### src/rtl/n64adv2_vout_stage.sv
// n64adv2_vout_stage: output stage towards the ADV7513 pads.
// Data/DE travel a fixed pipeline, syncs travel a longer delay line with a
// run-time tap, and blanking/mute/inversion are applied in the output register.
// Run-time configuration is shadowed and only switches at a VSYNC rising edge.
module n64adv2_vout_stage #(
  parameter int COLOR_W    = 8,
  parameter int N_CH       = 3,
  parameter int PIPE_DEPTH = 2,
  parameter int SKEW_W     = 3
) (
  input  logic                      HDMI_CLK_w,
  input  logic                      HDMI_nRST_w,
  input  logic                      VSYNC_i,
  input  logic                      HSYNC_i,
  input  logic                      DE_i,
  input  logic [N_CH*COLOR_W-1:0]   VD_i,
  input  logic [SKEW_W-1:0]         sync_skew_i,
  input  logic                      vs_inv_i,
  input  logic                      hs_inv_i,
  input  logic                      limited_range_i,
  input  logic                      mute_req_i,
  output logic                      mute_ack_o,
  output logic                      VSYNC_o,
  output logic                      HSYNC_o,
  output logic                      DE_o,
  output logic [N_CH*COLOR_W-1:0]   VD_o
);

  localparam int VD_W     = N_CH * COLOR_W;
  localparam int SKEW_MAX = (2 ** SKEW_W) - 1;
  // Sync line length up to the output register; the output register is the last stage.
  localparam int SLEN     = PIPE_DEPTH + SKEW_MAX;
  localparam int SDLY     = SLEN - 1;
  localparam logic [COLOR_W-1:0] BLANK_LR = COLOR_W'(16 << (COLOR_W - 8));

  typedef enum logic [1:0] {
    RUN         = 2'd0,
    MUTE_PEND   = 2'd1,
    MUTED       = 2'd2,
    UNMUTE_PEND = 2'd3
  } mute_state_t;

  // Per-channel blanking level: video black in limited range, zero in full range.
  function automatic logic [VD_W-1:0] blank_value(input logic lr);
    logic [VD_W-1:0] v;
    v = '0;
    for (int ch = 0; ch < N_CH; ch++) begin
      v[ch*COLOR_W +: COLOR_W] = lr ? BLANK_LR : '0;
    end
    return v;
  endfunction

  logic              vs_prev;
  logic              vs_edge;
  logic [SKEW_W-1:0] skew_act;
  logic [SKEW_W-1:0] skew_sel;
  logic              vs_inv_act;
  logic              hs_inv_act;
  logic              lr_act;
  mute_state_t       mute_st;
  logic              mute_in;
  logic              vld_src;
  logic [VD_W-1:0]   vd_src;
  logic              mute_src;
  logic [SDLY-1:0]   vs_dly;
  logic [SDLY-1:0]   hs_dly;
  logic              vs_tap;
  logic              hs_tap;

  assign vs_edge  = VSYNC_i & ~vs_prev;
  // The new skew selects its tap already in the edge cycle.
  assign skew_sel = vs_edge ? sync_skew_i : skew_act;
  // Mute flag from the pre-transition state so it flips on the first pixel after the edge.
  assign mute_in  = (mute_st == MUTED) || (mute_st == UNMUTE_PEND);

  // Input-side VSYNC history and frame-aligned configuration shadow.
  always_ff @(posedge HDMI_CLK_w or negedge HDMI_nRST_w) begin
    if (!HDMI_nRST_w) begin
      vs_prev    <= 1'b0;
      skew_act   <= '0;
      vs_inv_act <= 1'b0;
      hs_inv_act <= 1'b0;
      lr_act     <= 1'b0;
    end else begin
      vs_prev <= VSYNC_i;
      if (vs_edge) begin
        skew_act   <= sync_skew_i;
        vs_inv_act <= vs_inv_i;
        hs_inv_act <= hs_inv_i;
        lr_act     <= limited_range_i;
      end
    end
  end

  // Mute handshake: requests and releases only take hold at a frame boundary.
  always_ff @(posedge HDMI_CLK_w or negedge HDMI_nRST_w) begin
    if (!HDMI_nRST_w) begin
      mute_st    <= RUN;
      mute_ack_o <= 1'b0;
    end else begin
      mute_ack_o <= (mute_st == MUTED) || (mute_st == UNMUTE_PEND);
      case (mute_st)
        RUN: begin
          if (mute_req_i) mute_st <= MUTE_PEND;
        end
        MUTE_PEND: begin
          if (!mute_req_i)  mute_st <= RUN;
          else if (vs_edge) mute_st <= MUTED;
        end
        MUTED: begin
          if (!mute_req_i) mute_st <= UNMUTE_PEND;
        end
        UNMUTE_PEND: begin
          if (mute_req_i)   mute_st <= MUTED;
          else if (vs_edge) mute_st <= RUN;
        end
        default: mute_st <= RUN;
      endcase
    end
  end

  generate
    if (PIPE_DEPTH > 1) begin : g_pre
      logic            vld_p  [PIPE_DEPTH-1];
      logic [VD_W-1:0] vd_p   [PIPE_DEPTH-1];
      logic            mute_p [PIPE_DEPTH-1];

      // Stages p0..p(N-2): DE, pixel and mute flag shift together ahead of the output register.
      always_ff @(posedge HDMI_CLK_w or negedge HDMI_nRST_w) begin
        if (!HDMI_nRST_w) begin
          for (int k = 0; k < PIPE_DEPTH - 1; k++) begin
            vld_p[k]  <= 1'b0;
            vd_p[k]   <= '0;
            mute_p[k] <= 1'b0;
          end
        end else begin
          vld_p[0]  <= DE_i;
          vd_p[0]   <= VD_i;
          mute_p[0] <= mute_in;
          for (int k = 1; k < PIPE_DEPTH - 1; k++) begin
            vld_p[k]  <= vld_p[k-1];
            vd_p[k]   <= vd_p[k-1];
            mute_p[k] <= mute_p[k-1];
          end
        end
      end

      assign vld_src  = vld_p[PIPE_DEPTH-2];
      assign vd_src   = vd_p[PIPE_DEPTH-2];
      assign mute_src = mute_p[PIPE_DEPTH-2];
    end else begin : g_nopre
      assign vld_src  = DE_i;
      assign vd_src   = VD_i;
      assign mute_src = mute_in;
    end
  endgenerate

  // Sync delay line, one register per cycle of possible delay before the output stage.
  always_ff @(posedge HDMI_CLK_w or negedge HDMI_nRST_w) begin
    if (!HDMI_nRST_w) begin
      vs_dly <= '0;
      hs_dly <= '0;
    end else begin
      vs_dly[0] <= VSYNC_i;
      hs_dly[0] <= HSYNC_i;
      for (int k = 1; k < SDLY; k++) begin
        vs_dly[k] <= vs_dly[k-1];
        hs_dly[k] <= hs_dly[k-1];
      end
    end
  end

  // Tap k holds the input from k cycles ago; tap 0 is the live input.
  always_comb begin
    int tap_sel;
    tap_sel = PIPE_DEPTH - 1 + int'(skew_sel);
    vs_tap  = VSYNC_i;
    hs_tap  = HSYNC_i;
    for (int k = 1; k <= SDLY; k++) begin
      if (tap_sel == k) begin
        vs_tap = vs_dly[k-1];
        hs_tap = hs_dly[k-1];
      end
    end
  end

  // Output register: polarity, DE passthrough and blanking of inactive or muted pixels.
  always_ff @(posedge HDMI_CLK_w or negedge HDMI_nRST_w) begin
    if (!HDMI_nRST_w) begin
      VSYNC_o <= 1'b0;
      HSYNC_o <= 1'b0;
      DE_o    <= 1'b0;
      VD_o    <= '0;
    end else begin
      VSYNC_o <= vs_tap ^ vs_inv_act;
      HSYNC_o <= hs_tap ^ hs_inv_act;
      DE_o    <= vld_src;
      VD_o    <= (!vld_src || mute_src) ? blank_value(lr_act) : vd_src;
    end
  end

endmodule

### config.mk
export PLATFORM = sky130hd
export DESIGN_NAME = n64adv2_vout_stage
export DESIGN_NICKNAME = d
export VERILOG_FILES = /design/src/rtl/n64adv2_vout_stage.sv
export SDC_FILE = /design/constraint.sdc
export NUM_CORES = 1
export LEC_CHECK = 0
export CAP_MARGIN = 20
export CORE_UTILIZATION = 41
export DETAILED_ROUTE_END_ITERATION = 8
export GPL_ROUTABILITY_DRIVEN = 0
export GPL_TIMING_DRIVEN = 0
export PLACE_DENSITY = 0.66
export REMOVE_ABC_BUFFERS = 1
export SYNTH_ARGS = -nofsm -noshare
export SYNTH_HDL_FRONTEND = slang
export SYNTH_SLANG_ARGS = --single-unit
### constraint.sdc
create_clock -name HDMI_CLK_w -period 1.93 [get_ports HDMI_CLK_w]
set_input_delay 0.386 -clock HDMI_CLK_w [delete_from_list [all_inputs] [get_ports HDMI_CLK_w]]
set_output_delay 0.386 -clock HDMI_CLK_w [all_outputs]
set_load 0.01 [all_outputs]
==> impl_metrics.toml <==
[floorplan]
die_area_um2 = 6600
die_x_um = 81.2
initial_core_util = 0.430
core_area_um2 = 5990
num_rows = 28
die_y_um = 81.2
num_io_pins = 64

[pwr]
powerDensity_nw_per_um2 = 1060
comb_power_share = 0.201
ir_drop_mv = 0.541
leakagePower_nw = 1.64
clkPwrFrac = 0.310
internal_power_mw = 2.88
p_switching_mw = 0.981
p_sw_frac = 0.254
seqPwrFrac = 0.489
power_mw = 3.87

[status]
status = "finished, final reports clean"

[worst_setup_path]
crit_path_start_kind = "flop"
r2r_cells = 7
worstSetupPathType = "flop to flop"
worstPathArrival_ns = 2.06
cp_max_fo = 6
reg2reg_from = "vs_dly[0]$_DFF_PN0_"
max_stage_delay_ns = 0.43
crit_chain = "buf_2 -> nor4b_4 -> a31oi_2 -> a211oi_2 -> o221ai_2 -> a221oi_2 -> xnor2_1"
end_kind = "flop"
cpMaxStageDelayCell = "dfrtp_2"
worstPathRequired_ns = 2.14
crit_path_start = "vs_dly[0]$_DFF_PN0_"

[min_path]
min_from = "vs_dly[1]$_DFF_PN0_"
hp-class = "flop to flop"
min_delay_path_depth = 0

[route]
vias = 1595
antenna_left = 0
vias_per_cell = 4.73
first_pass_iters = 4
totalWireLength_um = 4600
drt_iter0_markers = 107
drc = 0
avgRoutedWirePerCell_um = 13.7

[cells_and_area]
diodes = 0
drive_above_1_share = 0.179
instances_no_fill = 337
post-route-util = 0.611
stdcell_area_um2 = 3660
synthToLayoutAreaGrowth_pct = 42.2
nets = 293

[timing]
slew-limit-headroom = 0.629
max_freq_mhz = 540
slew_violations = 0
final.period_utilization = 0.959
finalHoldViolations = 0
rsz0062_at_grt = "yes"
period_minus_slack_ns = 1.85
hold_ws_ns = 0.371
worst_pin_slew_ns = 0.556
setup_viol = 0
skew_ns = 0.0121

[placed_design]
place_inst = 309
portBuffers = 63
dpl-instance-area_um2 = 3300
hpwlAfterDp_um = 2970

[clock_tree]
cts.clk_slew.worst_paths_ns = 0.08
htree_num_levels = 3
cts_max_path_buffers = 2
cts-root-buf = "clkbuf_8"
cts_tree = "yes"
worst_skew_pair.late_latency_ns = 0.34
cts_buffers = 9
cts_sinks = 77

[global_routing]
grt_max_degree = 62
grt_pass1_wl_um = 7400
grt_remaining_overflow = 0
grt_pass1_vias = 1524
antenna_found_initial = 0
grt_use_total = 0.158

[synth]
postSynthAreaPerCell_um2 = 14.8
synthesis.area_um2 = 2570
synth_cell_types = 37
ys_warn_count = 0
seq_area_frac_synth = 0.749
ys_ff_latch = 77
netlist_instances = 174

[run]
drv_cap = 0
critical path: cells and delay by family (launching register included):
family / cells / cell delay, ns
AOI/OAI and AO/OA: 4 / 0.72
DFF: 1 / 0.43
xor gates and xnor gates: 1 / 0.11
and+or+nand+nor: 1 / 0.30
buffers and inverters: 1 / 0.17
what timing repair did:
item | in CTS | in global routing
buffers inserted | 5 | 6
hold buffers | 1 | 0
gates resized for setup | 8 | 8
hold endpoints to repair | 16 | 0
pin swaps | 1 | 4
endpoints found under the setup margin | 2 | 2
layout by cell type (no fill, tap or decap), drive strengths merged:
cell / count
a211oi: 2
a21oi: 4
a221oi: 2
a22oi: 1
a31oi: 5
and2: 21
and4bb: 2
buf: 14
bufinv: 1
clkbuf: 11
clkdlybuf4s50: 59
clkinv: 3
dfrtp: 77
dlygate4sd2: 1
dlygate4sd3: 1
dlymetal6s2s: 2
inv: 6
mux2: 1
mux2i: 4
nand2: 16
nand2b: 2
nand3b: 1
nor2: 1
nor2b: 2
nor3: 5
nor3b: 1
nor4b: 2
nor4bb: 1
o211a: 1
o21ai: 4
o221ai: 1
o22ai: 2
o31ai: 1
o32ai: 1
or2: 1
xnor2: 3
cell type report:
class	instances	area, um^2
clock buffer	11	141
sequential	77	1930
fill	461	2330
clock inverter	5	57.6
tap	75	93.8
timing repair buffer	77	761
inverter	5	18.8
multi-input combinational	87	659
sequential cells by signal, indices dropped and copies added (netlist names), 3 cells and up, named ones only:
name and count:
VD_o 24, g_pre.vd_p 24, hs_dly 8, skew_act 3, vs_dly 8
layer usage:
layer | vias up | track usage | share of wire
li1 | 757 | - | -
met1 | 768 | 0.209 | 0.44
met2 | 55 | 0.228 | 0.48
met4 | 0 | 0.102 | 0.029
met3 | 15 | 0.0427 | 0.050
met5 | - | 0 | 0
through the flow:
| step | setup WS (ns) | setup TNS [ns] |
|---|---|---|
| 4_1_cts | 0.0261 | 0 |
| 3_3_place_gp | -2.04 | -158.85 |
| 6_report | 0.0784 | 0 |
| 3_5_place_dp | -0.840 | -2.06 |
| 5_1_grt | -0.0402 | -0.0402 |
| 2_1_floorplan | 0.0855 | 0 |
Yosys cell counts (all sizes together):
cell	n	share of area
a22oi	1	0.0029
o21ai	4	0.012
o31ai	1	0.0029
o211a	1	0.0039
xnor2	3	0.010
nand2b	2	0.0049
o32ai	1	0.0034
clkbuf	3	0.0044
nor4bb	1	0.0039
o22ai	2	0.0049
nor2	1	0.0015
a21oi	4	0.0092
dfrtp	77	0.75
nor3b	1	0.0029
nand3b	1	0.0029
and4bb	2	0.0097
nor3	5	0.0097
a221oi	2	0.0092
nand2	16	0.023
nor2b	2	0.0049
nor4b	2	0.0068
a211oi	2	0.0078
o221ai	1	0.0034
or2	1	0.0024
and2	21	0.051
mux2	1	0.0044
inv	5	0.0073
mux2i	4	0.022
a31oi	5	0.012
buf	2	0.0073
power by group through the flow:
stage	Sequential, mW	Clock [mW]	Combinational (mW)
3_5_place_dp	1.92	0	0.735
2_1_floorplan	1.97	0	0.252
6_report	1.89	1.20	0.777
5_1_grt	1.91	1.30	0.849
4_1_cts	1.89	1.23	0.757
3_3_place_gp	1.91	0	0.705
final timing paths:
kind	endpoint	slack [ns]
setup / recovery	HSYNC_o$_DFF_PN0_	0.08
hold / removal	vs_dly[2]$_DFF_PN0_	0.37
setup reg to reg	HSYNC_o$_DFF_PN0_	0.08
hold reg to reg	vs_dly[2]$_DFF_PN0_	0.37
max in group asynchronous	VD_o[17]$_DFF_PN0_	0.92
min in group asynchronous	g_pre.vd_p[1]$_DFF_PN0_	0.45
cells by family (layout without fill, tap and decap cells):
family | after synthesis | count (layout) | synth area share
simple gates | 55 | 55 | 0.124
buf+inv | 10 | 98 | 0.0190
mux | 5 | 5 | 0.0262
compound gates | 24 | 24 | 0.0720
xor+xnor | 3 | 3 | 0.0102
flops | 77 | 77 | 0.749
No activity file was read; power rests on OpenSTA's default activity.
